### src/rtl/ge_op_sequencer.sv
// Programmable multi-cycle sequencer for the 4-register, 16-bit evolved datapath.
// Seeds r0..r3 from the operands, runs one stored instruction per clock, returns r3..r0.
module ge_op_sequencer #(
    parameter int DEPTH = 16,
    parameter int AW    = $clog2(DEPTH)
) (
    input  logic          clk,
    input  logic          rst_n,
    input  logic          prog_we,
    input  logic [AW-1:0] prog_addr,
    input  logic [7:0]    prog_wdata,
    input  logic          len_we,
    input  logic [AW:0]   len_wdata,
    input  logic          in_valid,
    output logic          in_ready,
    input  logic [15:0]   a1,
    input  logic [15:0]   a0,
    input  logic [15:0]   b1,
    input  logic [15:0]   b0,
    output logic          out_valid,
    input  logic          out_ready,
    output logic [15:0]   y3,
    output logic [15:0]   y2,
    output logic [15:0]   y1,
    output logic [15:0]   y0,
    output logic          busy,
    output logic [1:0]    dbg_state
);

    // Handshake: a transfer happens on a rising edge where valid && ready are both high;
    // in_ready is high only in IDLE, out_valid only in DONE, and y* hold until out_ready.

    typedef enum logic [1:0] {
        S_IDLE = 2'd0,
        S_EXEC = 2'd1,
        S_DONE = 2'd2
    } state_t;

    localparam logic [AW:0] LEN_MAX = (AW+1)'(DEPTH);

    state_t        r_state;
    state_t        w_next_state;
    logic [7:0]    r_mem [DEPTH];
    logic [AW:0]   r_len;
    logic [AW-1:0] r_pc;
    logic [15:0]   r_reg [4];
    logic [15:0]   r_a0, r_a1, r_b0, r_b1;

    logic [7:0]    w_instr;
    logic [2:0]    w_op;
    logic [1:0]    w_dst;
    logic [2:0]    w_src;
    logic [15:0]   w_src_val;
    logic [15:0]   w_dst_val;
    logic [15:0]   w_result;
    logic          w_last;
    logic [AW:0]   w_len_clamped;

    always_comb begin
        w_instr   = r_mem[r_pc];
        w_op      = w_instr[7:5];
        w_dst     = w_instr[4:3];
        w_src     = w_instr[2:0];
        w_dst_val = r_reg[w_dst];
        w_src_val = '0;
        case (w_src)
            3'd0:    w_src_val = r_reg[0];
            3'd1:    w_src_val = r_reg[1];
            3'd2:    w_src_val = r_reg[2];
            3'd3:    w_src_val = r_reg[3];
            3'd4:    w_src_val = r_a0;
            3'd5:    w_src_val = r_a1;
            3'd6:    w_src_val = r_b0;
            default: w_src_val = r_b1;
        endcase
        w_result = '0;
        case (w_op)
            3'd0:    w_result = w_src_val;
            3'd1:    w_result = w_dst_val | w_src_val;
            3'd2:    w_result = w_dst_val & w_src_val;
            3'd3:    w_result = w_dst_val ^ w_src_val;
            3'd4:    w_result = (w_src_val == 16'h0000) ? 16'h0001 : 16'h0000;
            3'd5:    w_result = ~w_src_val;
            3'd6:    w_result = w_dst_val + w_src_val;
            default: w_result = w_dst_val - w_src_val;
        endcase
        w_last        = ({1'b0, r_pc} == (r_len - 1'b1));
        w_len_clamped = (len_wdata > LEN_MAX) ? LEN_MAX : len_wdata;
    end

    always_comb begin
        w_next_state = r_state;
        case (r_state)
            S_IDLE: if (in_valid) w_next_state = (r_len == '0) ? S_DONE : S_EXEC;
            S_EXEC: if (w_last) w_next_state = S_DONE;
            S_DONE: if (out_ready) w_next_state = S_IDLE;
            default: w_next_state = S_IDLE;
        endcase
    end

    always_ff @(posedge clk) begin
        if (!rst_n) r_state <= S_IDLE;
        else        r_state <= w_next_state;
    end

    // Config writes are honoured only while idle; an accept in the same cycle
    // still uses the old length because r_len is read before this edge.
    always_ff @(posedge clk) begin
        if (!rst_n) begin
            r_pc  <= '0;
            r_len <= '0;
            r_a0  <= '0;
            r_a1  <= '0;
            r_b0  <= '0;
            r_b1  <= '0;
            for (int i = 0; i < 4; i++) r_reg[i] <= '0;
            for (int i = 0; i < DEPTH; i++) r_mem[i] <= '0;
        end else begin
            case (r_state)
                S_IDLE: begin
                    if (prog_we) r_mem[prog_addr] <= prog_wdata;
                    if (len_we)  r_len <= w_len_clamped;
                    if (in_valid) begin
                        r_a0     <= a0;
                        r_a1     <= a1;
                        r_b0     <= b0;
                        r_b1     <= b1;
                        r_reg[0] <= a0;
                        r_reg[1] <= a1;
                        r_reg[2] <= b0;
                        r_reg[3] <= b1;
                        r_pc     <= '0;
                    end
                end
                S_EXEC: begin
                    r_reg[w_dst] <= w_result;
                    r_pc         <= r_pc + 1'b1;
                end
                default: ;
            endcase
        end
    end

    assign in_ready  = (r_state == S_IDLE);
    assign out_valid = (r_state == S_DONE);
    assign busy      = (r_state != S_IDLE);
    assign dbg_state = r_state;
    assign y0 = r_reg[0];
    assign y1 = r_reg[1];
    assign y2 = r_reg[2];
    assign y3 = r_reg[3];

endmodule

### config.mk
export PLATFORM = sky130hd
export DESIGN_NAME = ge_op_sequencer
export DESIGN_NICKNAME = d
export VERILOG_FILES = /design/src/rtl/ge_op_sequencer.sv
export SDC_FILE = /design/constraint.sdc
export NUM_CORES = 1
export LEC_CHECK = 0
export BUFFER_PORTS_ARGS = -buffer_cell sky130_fd_sc_hd__buf_2
export CAP_MARGIN = 15
export CORE_UTILIZATION = 30
export DETAILED_ROUTE_END_ITERATION = 8
export PLACE_DENSITY = 0.53
export SLEW_MARGIN = 20
export SYNTH_ARGS = -nofsm -noshare
export SYNTH_HDL_FRONTEND = slang
export SYNTH_SLANG_ARGS = --single-unit
### constraint.sdc
create_clock -name clk -period 8.64 [get_ports clk]
set_input_delay 1.728 -clock clk [delete_from_list [all_inputs] [get_ports clk]]
set_output_delay 1.728 -clock clk [all_outputs]
set_load 0.05 [all_outputs]
==> results of run 1 <==
## through the flow
| stage | setup slack [ps] | hold WS (ps) |
|---|---|---|
| final | 1488 | 442.5 |
| after global routing | 986.6 | 460.8 |
| after CTS | 1510 | 444.9 |
| after detailed placement | 1534 | 435.2 |
| after global placement | 1636 | 428.5 |
| after floorplan | 2484 | 414.3 |
## cell families after synthesis
logic type / Yosys count / synth area share [%]
adder cells (fa/ha/maj): 48 / 4.012
AO/OA/AOI/OAI: 265 / 11.24
flip-flops: 271 / 48.47
multiplexers: 162 / 14.76
XOR/XNOR: 33 / 1.907
buffers and inverters: 120 / 3.326
AND/OR/NAND/NOR: 500 / 16.29
## power breakdown
group / switching [mW] / internal [mW] / leakage, nW
registers: 0.0834 / 1.51 / 2.67
clock network: 0.561 / 0.818 / 0.517
logic: 0.811 / 0.432 / 4.07
## final cells by class
class / instances / area share, %
Clock buffer: 36 / 4.534
Clock inverter: 22 / 1.439
Inverter: 43 / 0.9097
Multi-Input combinational cell: 1008 / 41.37
Sequential cell: 271 / 41.41
Tap cell: 672 / 4.739
Timing Repair Buffer: 184 / 5.599
## synth_stat cells (3+ instances only)
| master | instances |
|---|---|
| mux2_2 | 15 |
| and3_1 | 8 |
| a22o_1 | 24 |
| nor2_1 | 51 |
| nand4_1 | 3 |
| mux2i_1 | 98 |
| buf_2 | 10 |
| buf_1 | 6 |
| nor3b_1 | 4 |
| a211oi_1 | 8 |
| xor2_1 | 6 |
| a21oi_1 | 61 |
| o21ai_0 | 81 |
| clkbuf_1 | 55 |
| nand3_1 | 19 |
| or3_1 | 4 |
| buf_6 | 5 |
| dfxtp_1 | 79 |
| nand2b_1 | 13 |
| or2_2 | 6 |
| o21ai_1 | 9 |
| o221ai_1 | 5 |
| inv_1 | 40 |
| a31oi_1 | 6 |
| a21boi_0 | 3 |
| nor3_1 | 15 |
| ha_1 | 47 |
| mux4_2 | 43 |
| edfxtp_1 | 192 |
| and2_1 | 135 |
| o31ai_1 | 4 |
| xnor2_1 | 27 |
| a2111oi_0 | 3 |
| o22ai_1 | 13 |
| a21o_1 | 16 |
| nor2b_1 | 13 |
| nand2_1 | 217 |
| o211ai_1 | 5 |
## layout by cell type (no fill, tap or decap), types with 5 or more instances in the layout
| master | count |
|---|---|
| nand2_1 | 216 |
| edfxtp_1 | 192 |
| buf_2 | 155 |
| and2_1 | 134 |
| mux2i_1 | 98 |
| o21ai_0 | 78 |
| dfxtp_1 | 78 |
| a21oi_1 | 60 |
| nor2_1 | 50 |
| ha_1 | 47 |
| mux4_2 | 43 |
| inv_1 | 40 |
| clkbuf_16 | 31 |
| buf_4 | 29 |
| xnor2_1 | 27 |
| a22o_1 | 24 |
| nand3_1 | 19 |
| a21o_1 | 16 |
| mux2_2 | 15 |
| nand2b_1 | 13 |
| o22ai_1 | 13 |
| nor2b_1 | 13 |
| nor3_1 | 13 |
| o21ai_1 | 11 |
| a211oi_1 | 8 |
| and3_1 | 7 |
| clkinv_1 | 7 |
| or2_2 | 6 |
| a31oi_1 | 6 |
| xor2_1 | 6 |
| clkinv_2 | 6 |
| o221ai_1 | 5 |
| o211ai_1 | 5 |
| bufinv_16 | 5 |
## metal layers
metal	vias up	track usage, %	part of all wire (%)
met4	2	6.059	2.8
met2	373	31.20	48
met3	79	2.384	5.3
met1	5685	24.01	43
met5	-	0	0.019
li1	5354	-	-
## worst min-delay path, stage by stage, from the launching register on
cell and delay, ps:
dfxtp_1 310, nand2_1 50, nand2_1 40
## final timing paths
path                            depth (start not counted)      start           end
worst max register to register                         20  flip-flop  r_reg[0][15]
worst min-delay path                                    2   r_a1[12]      r_a1[12]
worst min register to register                          2   r_a1[12]      r_a1[12]
worst max-delay path                                   20  flip-flop  r_reg[0][15]
==> flow_metrics.tcl, run 1 <==
set metrics [dict create \
    status "complete, no violations" \
    n_fill_cell 5042 \
    drive_above_1_share_pct 20.59 \
    die_w_um 226.8 \
    power_density_nw_per_um2 237.4 \
    period_minus_slack_ps 7152 \
    cts_sinks 271 \
    period_share_pct 82.77 \
    tns_ps 0 \
    cp-end-kind "flip-flop" \
    arrival_ps 7460 \
    setup_viol 0 \
    cts_buffers 31 \
    dr_total_vias 11490 \
    cp_max_fo 19 \
    clk_pin_slew_worst_paths_ps 60 \
    drt_pass1_iterations 5 \
    globalplace.congestion 0.8574 \
    grt_max_degree 77 \
    worstSetupPathType "flip-flop to flip-flop" \
    fin_util_pct 35.51 \
    rows 82 \
    finalMaxSlewViolations 0 \
    synth_edf_count 192 \
    nets 1674 \
    ir_worst_vdd_mv 0.1664 \
    first_global_vias 11330 \
    timing.slew.headroom_pct 28.99 \
    cp-start-kind "flip-flop" \
    fin_cells 2236 \
    start_util_pct 30.34 \
    cts_hold_buf 0 \
    clock_skew_ps 20.56 \
    cp.required_ps 8950 \
    core_area_um2 49970 \
    avgSynthCellArea_um2 10.84 \
    die-area_um2 51430 \
    wl_per_cell_um 21.26 \
    r2r_slack_ps 1490 \
    grt.overflow.total 0 \
    ant_nets 0 \
    largest_reg_flops 128 \
    multi_input_area_um2 7340 \
    yosys.cell_types.count 76 \
    synth_cells 1399 \
    max_freq_ghz 0.1398 \
    fp.dieH_um 226.8 \
    portBuffers 155 \
    synth_top_cell_area_share_pct 38.04 \
    critPathTopFamily "multiplexers" \
    synth_area_um2 15160 \
    placed_area_um2 16680 \
    syn_to_final_growth_pct 17.05 \
    dp_hpwl_um 33580 \
    drt_iter0_markers 980 \
    regArea_um2 7348 \
    rsz0062_at_grt "no" \
    hold_viol 0 \
    routed_wl_um 47550 \
    synth_top_area_cell "edfxtp_1" \
    syn_nets 1534 \
    cpPeakStageDelay_ps 790 \
    grt.total_usage_pct 18.37 \
    cts_tree "built" \
    synth.area.top_cells "edfxtp_1, dfxtp_1, mux2i_1, mux4_2, and2_1" \
    async_reset_ff_share_pct 0 \
    io_pins 156 \
    cellLeakagePower_nw 7.256 \
    h-tree-depth 1 \
    drc_errors 0 \
    post_cts_buffers 0 \
    p_total_mw 4.212 \
    ys.flop_type "edfxtp_1" \
    yosysWarningCount 0 \
    diodes 0 \
    avgViaCountPerCell 5.140 \
    yosysSeqAreaShare_pct 48.47 \
    insertion_delay_ps 600 \
    dp_cells 2178 \
    ys_ff_latch 271 \
    cts-root-buf "clkbuf_16" \
    crit_buf_inv 1 \
    fin_area_um2 17740 \
    path_cells "buf_4, mux4_1, mux4_2, mux4_2, mux2_4, nor2_4, nand4b_4, or4_4, nor3_1, a21oi_1, xnor2_1, ha_1, and3_1, a211o_1, a21oi_1, xor2_1, xnor2_1, a211o_1, o41ai_4, o21ai_1" \
    clock_path_buffers 3 \
    hold_path.class "flip-flop to flip-flop" \
    grt_antenna_before_repair 2 \
    maxCapViolCount 0 \
    grt_first_pass_wirelength_um 70740 \
    slowest_stage "mux4_2" \
    cts-resized-gates 0 \
    tightest_slew_ps 1063 \
]
Power figures use the tool's default switching activity.
==> inputs of run 2 (changes only) <==
Clock period 8.64 ns to 6.6 ns, I/O delays scaled along.
==> run 2 against run 1 <==
  * Count of clock-buffer cells in the layout increased by 6
  * Worst setup slack lost 1300 ps
  * Routed wire length rose by 1.1%
  * Global-route usage hardly changed
  * Highest routed layer is now met4
==> flow_metrics.tcl, run 2 (synthesized netlist as in run 1, its figures left out) <==
set metrics [dict create \
    arrival_ps 6830 \
    clock_path_buffers 3 \
    combPwrFrac_pct 31.6 \
    clock_skew_ps 22.94 \
    swShare_pct 35.36 \
    hold_slack_ps 443.5 \
    period_minus_slack_ps 6400 \
    cts_buffers 31 \
    fin_cells 2264 \
    grt.total_usage_pct 18.36 \
    io_pins 156 \
    drc_errors 0 \
    clk_pin_slew_worst_paths_ps 60 \
    r2r-end "r_reg[1][15]" \
    syn_to_final_growth_pct 18.25 \
    final_cell_mix "nand2_1, edfxtp_1, buf_2" \
    power_density_nw_per_um2 302.1 \
    slowest_stage "or4_4" \
    globalplace.congestion 0.8874 \
    drt_pass1_iterations 6 \
    finalMaxSlewViolations 0 \
    rows 82 \
    hold_viol 0 \
    grt_first_pass_wirelength_um 70440 \
    worstSetupPathType "flip-flop to flip-flop" \
    crit_cells 23 \
    period_share_pct 96.97 \
    cpMostUsedCell "mux4_2" \
    seq_power_share_pct 38.5 \
    tightest_slew_ps 1194 \
    grt_max_degree 54 \
    maxCapViolCount 0 \
    fin_util_pct 35.87 \
    cp-end-kind "flip-flop" \
    ir_worst_vdd_mv 0.2061 \
    ant_nets 0 \
    fp.dieH_um 226.8 \
    avgViaCountPerCell 5.128 \
    cp_max_fo 13 \
    timing.slew.headroom_pct 20.23 \
    layout_commonest_cell "nand2_1" \
    start_util_pct 30.34 \
    diodes 0 \
    portBuffers 155 \
    crit_buf_inv 4 \
    fin_area_um2 17920 \
    r2r_cells 23 \
    crit_end "r_reg[1][15]" \
    first_global_vias 11160 \
    cts_tree "built" \
    dp_cells 2202 \
    grt.overflow.total 0 \
    clockPowerShare_pct 30.0 \
    drive_above_1_share_pct 22.30 \
    cp.required_ps 7030 \
    cp-start-kind "flip-flop" \
    dr_total_vias 11610 \
    largest_reg_flops 128 \
    dp_hpwl_um 34700 \
    die-area_um2 51430 \
    status "complete, no violations" \
    hold_path.class "flip-flop to flip-flop" \
    path_cells "buf_12, mux4_2, mux4_2, buf_12, buf_4, mux4_2, nand2_1, nand2_1, or2_2, or4_4, nor3_4, a21oi_1, xnor2_1, ha_1, and3_1, a211o_1, a21oi_2, xor2_1, buf_4, or3_1, a2111oi_4, o41ai_4, o21ai_1" \
    max_freq_ghz 0.1563 \
    h-tree-depth 1 \
    setup_viol 0 \
    grt_antenna_before_repair 0 \
    insertion_delay_ps 600 \
    p_total_mw 5.414 \
    routed_wl_um 48060 \
    cts-root-buf "clkbuf_16" \
    placed_area_um2 16880 \
    cts_hold_buf 0 \
    critPathTopFamily "simple AND/OR/NAND/NOR gates" \
    core_area_um2 49970 \
    cellLeakagePower_nw 7.349 \
    cts_sinks 271 \
    wl_per_cell_um 21.23 \
    internal-power_mw 3.500 \
    switchingPower_mw 1.915 \
    r2r_slack_ps 200 \
    drt_iter0_markers 749 \
    nets 1703 \
    die_w_um 226.8 \
    cpPeakStageDelay_ps 580 \
]
-- run 2: changes by cell type in the layout (fill, tap and decap cells not counted), sizes merged --
cell / delta
buf: +29
clkinv: -1
inv: -2
clkbuf: +6
bufinv: -4
-- run 2: timing repair --
item / CTS / global route
setup buffers: 1 / 4
gates resized for setup: 0 / 15
setup endpoints to repair: 4 / 7
pin swaps: 0 / 6
-- run 2: area by class of cell --
type                    instances  area [um2]
clock buffers                  42       827.0
clock inverters                15       113.9
flip-flops and latches        271        7352
fillers                      5005       32040
repair buffers                213        1249
multi-input cells            1008        7381
inverters                      43       161.4
well taps                     672       840.8
-- run 2: worst min path at each step --
stage / startpoint / endpoint / slack, ps / cells after the start
3_3_place_gp: r_b1[1] / r_b1[1] / 430 / 2
2_1_floorplan: r_a1[3] / r_a1[3] / 410 / 2
6_report: r_a1[12] / r_a1[12] / 440 / 2
4_1_cts: r_a0[10] / r_a0[10] / 440 / 2
3_5_place_dp: r_b1[0] / r_b1[0] / 430 / 2
5_1_grt: r_a0[4] / r_a0[4] / 450 / 2
-- run 2: per-stage QoR --
stage | setup slack [ps] | TNS (ps)
global placement | 103.0 | 0
finish | 200.2 | 0
CTS | 83.24 | 0
floorplan | 444.4 | 0
global route | -63.43 | -171.1
detailed placement | 59.09 | 0
-- run 2: power by group through the flow --
stage          Clock (mW)  Combinational (mW)  Sequential, mW
4_1_cts              1.66                1.67            2.08
3_5_place_dp            0                1.66            2.12
3_3_place_gp            0                1.63            2.12
2_1_floorplan           0                1.00            2.27
6_report             1.62                1.71            2.08
5_1_grt              1.72                1.85            2.10
-- run 2: worst min-delay path, delay by kind of cell (launching register included) --
family	cells	cell delay, ps
flip-flops	1	310
AND/OR/NAND/NOR	2	90
-- run 2: per-layer routing --
layer  up-vias  global-route usage (%)  wire [um]
met5         -                       0          0
met4         0                   5.536       1263
met3        87                   2.112       2657
met2       388                   31.06      22890
met1      5719                   24.47      21250
li1       5416                       -          -
